--- config.mk ---
export PLATFORM = sky130hd
export DESIGN_NAME = rv32_wb_trace_tx
export DESIGN_NICKNAME = d
export VERILOG_FILES = /design/src/rtl/rv32_wb_trace_tx.sv
export SDC_FILE = /design/constraint.sdc
export NUM_CORES = 1
export LEC_CHECK = 0
export ABC_AREA = 0
export BUFFER_PORTS_ARGS = -buffer_cell sky130_fd_sc_hd__buf_4
export CAP_MARGIN = 40
export CORE_MARGIN = 2
export CORE_UTILIZATION = 40
export DETAILED_ROUTE_END_ITERATION = 12
export MAX_ROUTING_LAYER = met4
export PLACE_DENSITY_LB_ADDON = 0.2
export SETUP_SLACK_MARGIN = 0.3
export SLEW_MARGIN = 40
export SYNTH_ARGS = -nofsm -noshare
export SYNTH_HDL_FRONTEND = slang
export SYNTH_SLANG_ARGS = --single-unit
--- constraint.sdc ---
create_clock -name clk -period 17.1 [get_ports clk]
set_input_delay 3.42 -clock clk [delete_from_list [all_inputs] [get_ports clk]]
set_output_delay 3.42 -clock clk [all_outputs]
set_load 0.01 [all_outputs]
--- src/rtl/rv32_wb_trace_tx.sv ---
// Trace transmitter: captures {NPC, WB_OUT} whenever NPC changes and streams each
// record as a 9-byte frame (sync byte + 8 data bytes, MSB first) over valid/ready.
module rv32_wb_trace_tx #(
    parameter int          DEPTH     = 16,
    parameter int          ADDR_W    = 4,
    parameter logic [7:0]  SYNC_BYTE = 8'hA5
) (
    input  logic        clk,
    input  logic        RN,
    input  logic        en,
    input  logic [31:0] NPC,
    input  logic [31:0] WB_OUT,
    output logic [7:0]  tx_data,
    output logic        tx_valid,
    input  logic        tx_ready,
    output logic        overflow,
    output logic [15:0] drop_count,
    output logic [15:0] rec_count,
    output logic        fifo_empty
);

    typedef enum logic [1:0] {IDLE, HDR, DATA} state_t;

    state_t          state, state_nx;
    logic [63:0]     mem [DEPTH];
    logic [ADDR_W:0] wr_ptr, rd_ptr, wr_ptr_nx, rd_ptr_nx;
    logic [63:0]     sreg, sreg_nx;
    logic [2:0]      idx, idx_nx;
    logic [7:0]      tx_data_nx;
    logic            tx_valid_nx;
    logic            have_prev;
    logic [31:0]     prev_npc;
    logic            full, cap, push, drop, pop, hs, rec_inc;

    assign full = (wr_ptr[ADDR_W] != rd_ptr[ADDR_W]) &&
                  (wr_ptr[ADDR_W-1:0] == rd_ptr[ADDR_W-1:0]);
    assign hs   = tx_valid & tx_ready;
    assign cap  = en & (!have_prev | (NPC != prev_npc));
    // A pop in the same cycle frees the slot, so a full FIFO can still accept.
    assign push = cap & (!full | pop);
    assign drop = cap & !push;
    assign wr_ptr_nx = wr_ptr + (ADDR_W+1)'(push);
    assign rd_ptr_nx = rd_ptr + (ADDR_W+1)'(pop);

    always_comb begin
        state_nx    = state;
        sreg_nx     = sreg;
        idx_nx      = idx;
        tx_data_nx  = tx_data;
        tx_valid_nx = tx_valid;
        pop         = 1'b0;
        rec_inc     = 1'b0;
        case (state)
            IDLE: begin
                if (!fifo_empty) begin
                    pop         = 1'b1;
                    sreg_nx     = mem[rd_ptr[ADDR_W-1:0]];
                    tx_data_nx  = SYNC_BYTE;
                    tx_valid_nx = 1'b1;
                    state_nx    = HDR;
                end else begin
                    tx_valid_nx = 1'b0;
                end
            end
            HDR: begin
                if (hs) begin
                    tx_data_nx = sreg[63:56];
                    sreg_nx    = {sreg[55:0], 8'h00};
                    idx_nx     = '0;
                    state_nx   = DATA;
                end
            end
            DATA: begin
                if (hs) begin
                    if (idx == 3'd7) begin
                        rec_inc = 1'b1;
                        if (!fifo_empty) begin
                            pop        = 1'b1;
                            sreg_nx    = mem[rd_ptr[ADDR_W-1:0]];
                            tx_data_nx = SYNC_BYTE;
                            state_nx   = HDR;
                        end else begin
                            tx_valid_nx = 1'b0;
                            state_nx    = IDLE;
                        end
                    end else begin
                        tx_data_nx = sreg[63:56];
                        sreg_nx    = {sreg[55:0], 8'h00};
                        idx_nx     = idx + 3'd1;
                    end
                end
            end
            default: state_nx = IDLE;
        endcase
    end

    always_ff @(posedge clk) begin
        if (RN) state <= IDLE;
        else    state <= state_nx;
    end

    always_ff @(posedge clk) begin
        if (push) mem[wr_ptr[ADDR_W-1:0]] <= {NPC, WB_OUT};
    end

    always_ff @(posedge clk) begin
        if (RN) begin
            wr_ptr     <= '0;
            rd_ptr     <= '0;
            fifo_empty <= 1'b1;
            sreg       <= '0;
            idx        <= '0;
            tx_data    <= '0;
            tx_valid   <= 1'b0;
            have_prev  <= 1'b0;
            prev_npc   <= '0;
            overflow   <= 1'b0;
            drop_count <= '0;
            rec_count  <= '0;
        end else begin
            wr_ptr     <= wr_ptr_nx;
            rd_ptr     <= rd_ptr_nx;
            fifo_empty <= (wr_ptr_nx == rd_ptr_nx);
            sreg       <= sreg_nx;
            idx        <= idx_nx;
            tx_data    <= tx_data_nx;
            tx_valid   <= tx_valid_nx;
            rec_count  <= rec_count + 16'(rec_inc);
            if (cap) begin
                prev_npc  <= NPC;
                have_prev <= 1'b1;
            end
            if (drop) begin
                overflow <= 1'b1;
                if (drop_count != '1) drop_count <= drop_count + 16'd1;
            end
        end
    end

endmodule

==> results.py, run 1 <==
metrics = {
    "status": {
        "outcome": "finished, final reports clean",
    },
    "logic_synthesis": {
        "synth_area_sq_um": 45020,
        "yosysWarnings": 0,
        "yosysSeqAreaShare": 0.7520,
        "syn_area_per_cell_sq_um": 20.91,
        "synth_nets": 2234,
        "synth-seq-cells": 1179,
        "ys_async_sr_fraction": 0,
        "synth.distinct_cells": 50,
        "synth-edff-count": 1024,
        "synth_ff_type": "edfxtp_1",
        "synthCells": 2153,
    },
    "timing": {
        "finalSetupViolCount": 0,
        "slew_headroom": 0.4263,
        "period_minus_slack_ps": 6928,
        "post-route-period-util": 0.4051,
        "finalHoldViolations": 0,
        "finClkSkew_ps": 28.82,
        "setup_tns_ps": 0,
        "max_slew.worst_pin.slew_ps": 860.5,
        "max_clock_freq_mhz": 144.4,
        "maxSlewViolCount": 0,
        "rsz0062_at_grt": "no",
    },
    "cts": {
        "cts_max_level": 3,
        "post_cts_buffers": 0,
        "clock_sinks": 1179,
        "clockRootBuffer": "clkbuf_16",
        "post_cts_resize_count": 0,
        "clock_latency_ps": 700,
        "path_clk_slew_ps": 60,
        "postCtsHoldBufs": 0,
        "clockBufferDepth": 3,
        "cts_tree": "done",
        "cts_buffers": 117,
    },
    "drt": {
        "antenna_left": 0,
        "avgRoutedWirePerCell_um": 27.32,
        "via_count": 22083,
        "viasPerCell": 5.639,
        "wl_met1_um": 46370,
        "finalWirelength_um": 107000,
        "drc": 0,
        "wl_met2_um": 50600,
        "drt_iter0_markers": 2862,
        "top_layer": "met4",
        "met3WireLength_um": 7605,
        "drt_pass1_iterations": 6,
    },
    "place": {
        "hpwlAfterDp_um": 56640,
        "place.gp.congestion": 0.7531,
        "io_buffers": 110,
    },
    "cells_and_area": {
        "drive_gt1_frac": 0.2869,
        "layout.nets": 2389,
        "final_util": 0.4640,
        "syn_to_final_growth_pct": 15.48,
    },
    "floorplanning": {
        "fp-row-count": 123,
        "io_pins": 111,
        "die_area_sq_um": 115200,
        "coreArea_sq_um": 112000,
        "die_w_um": 339.5,
        "start_util": 0.4018,
        "die_h_um": 339.5,
    },
    "setup_path": {
        "worstReg2RegStart": "prev_npc[1]",
        "cp.required_ps": 17680,
        "critPathLaunch": "NPC[1]",
        "worstPathMaxFanout": 35,
        "ff2ff_path_depth": 13,
        "cp-start-kind": "input pin",
        "endpoint_kind": "register",
        "crit_type": "input pin to register",
        "worstPathArrival_ps": 7510,
    },
    "worst_hold_path": {
        "hp-class": "register to register",
        "holdPathStages": 2,
        "hp-start": "sreg[58]",
    },
    "power": {
        "leakagePower_nw": 16.26,
        "p_per_area_nw_per_um2": 133.2,
        "ir_worst_vdd_uv": 117.7,
    },
    "global_route": {
        "grt_pass1_wl_um": 156600,
        "antenna_found_initial": 5,
        "grt_pass1_vias": 22592,
        "grt_use_total": 0.1918,
        "grt.overflow.total": 0,
        "grt_start_max_net_pins": 88,
    },
    "flow_run": {
        "max-cap-violations": 0,
    },
}
## Yosys cell counts (10+ instances only)
cell type,number,area share
edfxtp_1,1024,0.68
mux4_2,320,0.16
dfxtp_1,155,0.069
nor2_1,136,0.011
clkbuf_1,75,0.0063
a222oi_1,56,0.012
nand2_1,47,0.0039
a21oi_1,33,0.0037
buf_2,32,0.0036
mux2i_1,32,0.0071
xor2_1,31,0.0060
xnor2_1,29,0.0056
nand3_1,20,0.0022
buf_1,15,0.0013
ha_1,13,0.0036
nor3_1,12,0.0013
nand4_1,11,0.0015
nor2b_1,11,0.0015
o21ai_0,10,0.0011
## per-layer routing
layer / up-vias / global-route usage
met5: - / -
met4: 0 / 0.04849
met3: 179 / 0.03735
met2: 766 / 0.2920
met1: 11836 / 0.2670
li1: 9302 / -
## metrics by stage
stage	hold WS (ps)	worst slack (ps)	cell area, sq um	total power [mW]	instances
after global routing	475.6	9980	51990	7.169	3916
final	464.4	10170	51990	6.923	3916
after global placement	458.7	9405	47690	4.348	3679
after floorplan	431.3	6229	45020	4.025	2153
after CTS	464.1	10210	51950	6.992	3911
after detailed placement	462.9	9444	47970	4.379	3688
## cell usage in the layout, fill, tap and decap left out, types with 5 or more instances in the layout
cell type	n
ha_1	13
nand4_1	11
dfxtp_1	151
nand3_1	20
inv_1	9
xnor2_1	29
nor2_1	127
buf_4	131
edfxtp_1	1024
or3_1	6
or4b_1	6
clkbuf_1	43
nor2b_1	11
or4_1	5
a21oi_1	32
buf_12	6
and3_1	6
nor2_4	9
clkbuf_8	20
clkinv_2	16
a222oi_1	56
xor2_1	31
nor3_2	7
a22oi_1	7
o21ai_0	10
mux2i_1	32
buf_6	18
mux4_2	320
nand2_1	47
nor3_1	5
bufinv_16	11
clkbuf_16	120
## path summary, 6_finish.rpt
| path | to | slack (ps) |
|---|---|---|
| worst max-delay path | fifo_empty | 10170 |
| worst min-delay path | tx_data[2] | 460 |
| worst max register to register | fifo_empty | 12740 |
| worst min register to register | tx_data[2] | 460 |
## sequential cells by signal, indices dropped and copies added (netlist names)
signal      count
drop_count     16
tx_valid        1
state           2
fifo_empty      1
wr_ptr          5
idx             3
sreg           64
have_prev       1
rd_ptr          5
overflow        1
mem          1024
rec_count      16
prev_npc       32
tx_data         8
## cell families (layout without fill, tap and decap cells)
family	after synthesis	in the layout	share of synthesized area
fa+ha+maj	13	13	0.003613
mux	357	357	0.1686
simple gates	283	283	0.02949
other cells	0	4	0
compound gates	126	126	0.02218
buf+inv	135	394	0.01248
xor+xnor	60	60	0.01167
flops	1179	1179	0.7520
## critical path: stages
cell	delay [ps]
buf_4	170
xnor2_1	510
nand4_1	340
or4_4	650
o31ai_4	220
buf_4	620
nand2b_1	370
inv_1	80
ha_1	210
ha_1	210
nand3_1	100
xor2_1	230
xnor2_1	100
a41o_1	250
## power by group
group          internal, mW  switching [mW]  total [mW]
clock network          1.54            1.07        2.62
logic                 0.463           0.516       0.979
registers              3.23           0.103        3.33
total                  5.23            1.69        6.92
## area by class of cell
| cell class | instances | area, sq um |
|---|---|---|
| fill | 9330 | 60050 |
| sequential | 1179 | 33870 |
| multi-input combinational | 839 | 10750 |
| clock buffer | 185 | 3437 |
| tap | 1500 | 1877 |
| timing repair buffer | 162 | 1471 |
| clock inverter | 38 | 541.8 |
| inverter | 9 | 33.78 |
| antenna | 4 | 10.01 |
No activity file was read; power rests on OpenSTA's default activity.
==> run 2, diff against run 1 <==
Clock period 17.1 ns to 7.02 ns, I/O delays scaled along.
==> run 2 against run 1 <==
  * Largest cell class unchanged
  * Non-clock buffer count up 1
  * First-iteration DRC count down 18%
  * Sequential power up 140%
  * Largest power group unchanged
  * Worst setup slack worse by 7800 ps
  * Clock power rose to 2.6 times the previous value
  * Register-to-register slack worse by 10000 ps
==> results.py, run 2 (same netlist as run 1, synthesis figures left out) <==
metrics = {
    "global_route": {
        "grt_pass1_wl_um": 158400,
        "grt_start_max_net_pins": 107,
        "antenna_found_initial": 4,
        "grt_use_total": 0.1944,
        "grt_pass1_vias": 22702,
        "grt.overflow.total": 0,
    },
    "cells_and_area": {
        "final_area_sq_um": 52220,
        "finalNonFillerCells": 3919,
        "drive_gt1_frac": 0.2951,
        "layout_common_cells": "edfxtp_1 (1,024), mux4_2 (320), dfxtp_1 (151)",
        "final_common_cell": "edfxtp_1",
        "syn_to_final_growth_pct": 15.99,
        "layout.nets": 2392,
        "largest_reg_flops": 1024,
    },
    "cts": {
        "clock_latency_ps": 700,
        "cts_max_level": 3,
        "post_cts_buffers": 0,
        "clock_sinks": 1179,
        "clockBufferDepth": 3,
        "path_clk_slew_ps": 60,
        "post_cts_resize_count": 0,
        "cts_buffers": 119,
        "postCtsHoldBufs": 0,
        "clockRootBuffer": "clkbuf_16",
        "cts_tree": "done",
    },
    "worst_hold_path": {
        "holdPathStages": 2,
        "hp-class": "register to register",
        "hp-start": "sreg[56]",
    },
    "timing": {
        "worst_slack_ps": 2326,
        "period_minus_slack_ps": 4694,
        "maxSlewViolCount": 0,
        "finClkSkew_ps": 29.42,
        "finalSetupViolCount": 0,
        "post-route-period-util": 0.6686,
        "max_clock_freq_mhz": 213.0,
        "rsz0062_at_grt": "no",
        "slew_headroom": 0.4512,
        "finalHoldViolations": 0,
        "max_slew.worst_pin.slew_ps": 823.2,
    },
    "drt": {
        "via_count": 22043,
        "avgRoutedWirePerCell_um": 27.64,
        "drc": 0,
        "viasPerCell": 5.625,
        "antenna_left": 0,
        "drt_iter0_markers": 2334,
        "finalWirelength_um": 108300,
        "drt_pass1_iterations": 9,
    },
    "setup_path": {
        "cp-start-kind": "register",
        "slowest_delay_ps": 670,
        "worstPathMaxFanout": 37,
        "endpoint_kind": "register",
        "path_cells": "ha_1, ha_1, nand4_1, a21oi_1, or3_1, or4b_1, nor3_4, buf_4, buf_4",
        "ff2ff_path_depth": 9,
        "cpMaxStageDelayCell": "buf_4",
        "crit_type": "register to register",
        "critPathLaunch": "idx[0]",
        "worstReg2RegStart": "idx[0]",
        "worstPathArrival_ps": 5010,
        "cp.required_ps": 7330,
    },
    "place": {
        "placedInstanceArea_sq_um": 48010,
        "pre_cts_slack_ps": 1786,
        "hpwlAfterDp_um": 58600,
        "dp_cells": 3690,
        "io_buffers": 110,
        "place.gp.congestion": 0.7497,
    },
    "floorplanning": {
        "io_pins": 111,
        "start_util": 0.4018,
        "die_w_um": 339.5,
        "fp-row-count": 123,
        "die_h_um": 339.5,
        "die_area_sq_um": 115200,
        "coreArea_sq_um": 112000,
    },
    "power": {
        "leakagePower_nw": 16.35,
        "ir_worst_vdd_uv": 378.5,
        "p_per_area_nw_per_um2": 329.5,
    },
    "flow_run": {
        "max-cap-violations": 0,
    },
    "status": {
        "outcome": "finished, final reports clean",
    },
}
-- run 2: changes by cell type in the layout (fill, tap and decap cells not counted), sizes merged --
cell      before  now
diode          4    3
clkinv        25   37
clkbuf       186  155
inv           11   15
bufinv        11   20
buf          161  163
clkinvlp       0    8
-- run 2: path summary, 6_finish.rpt --
path / to / slack [ps]
max: mem[8][37] / 2330
min: tx_data[0] / 460
max reg2reg: mem[8][37] / 2330
min reg2reg: tx_data[0] / 460
-- run 2: layout make-up --
class / count / area [sq um]
Multi-Input combinational cell: 839 / 10780
Sequential cell: 1179 / 33870
Inverter: 9 / 33.78
Tap cell: 1500 / 1877
Fill cell: 9332 / 59820
Clock buffer: 155 / 3301
Antenna cell: 3 / 7.507
Clock inverter: 71 / 900.9
Timing Repair Buffer: 163 / 1448
-- run 2: stage by stage --
step | hold slack, ps | utilization | total power [mW] | setup TNS [ps]
after floorplan | 431.3 | - | 9.802 | -12370
after global placement | 443.2 | 0.4258 | 10.60 | 0
after detailed placement | 449.6 | 0.4285 | 10.68 | 0
after CTS | 458.8 | 0.4660 | 17.38 | 0
after global routing | 485.7 | 0.4661 | 17.82 | 0
final | 460.0 | 0.4661 | 17.21 | 0
-- run 2: metal layers --
layer	track usage	wire length (um)	part of all wire
met4	0.04259	1997	0.018
met1	0.2671	45790	0.42
met3	0.03579	7664	0.071
met2	0.3047	52850	0.49
met5	-	0	0
-- run 2: report_power, final --
part	switching [mW]	leakage [nW]	internal, mW
Clock	2.65	2.05	4.05
Combinational	1.25	3.79	1.13
Sequential	0.264	10.5	7.86
Total	4.17	16.4	13.0
-- run 2: worst max-delay path, delay by kind of cell (launching register included) --
kind                     cells  cell delay, ps
AND/OR/NAND/NOR              4            1770
buffers and inverters        2            1130
flip-flops                   1             400
adder cells (fa/ha/maj)      2             530
AO/OA/AOI/OAI                1             430
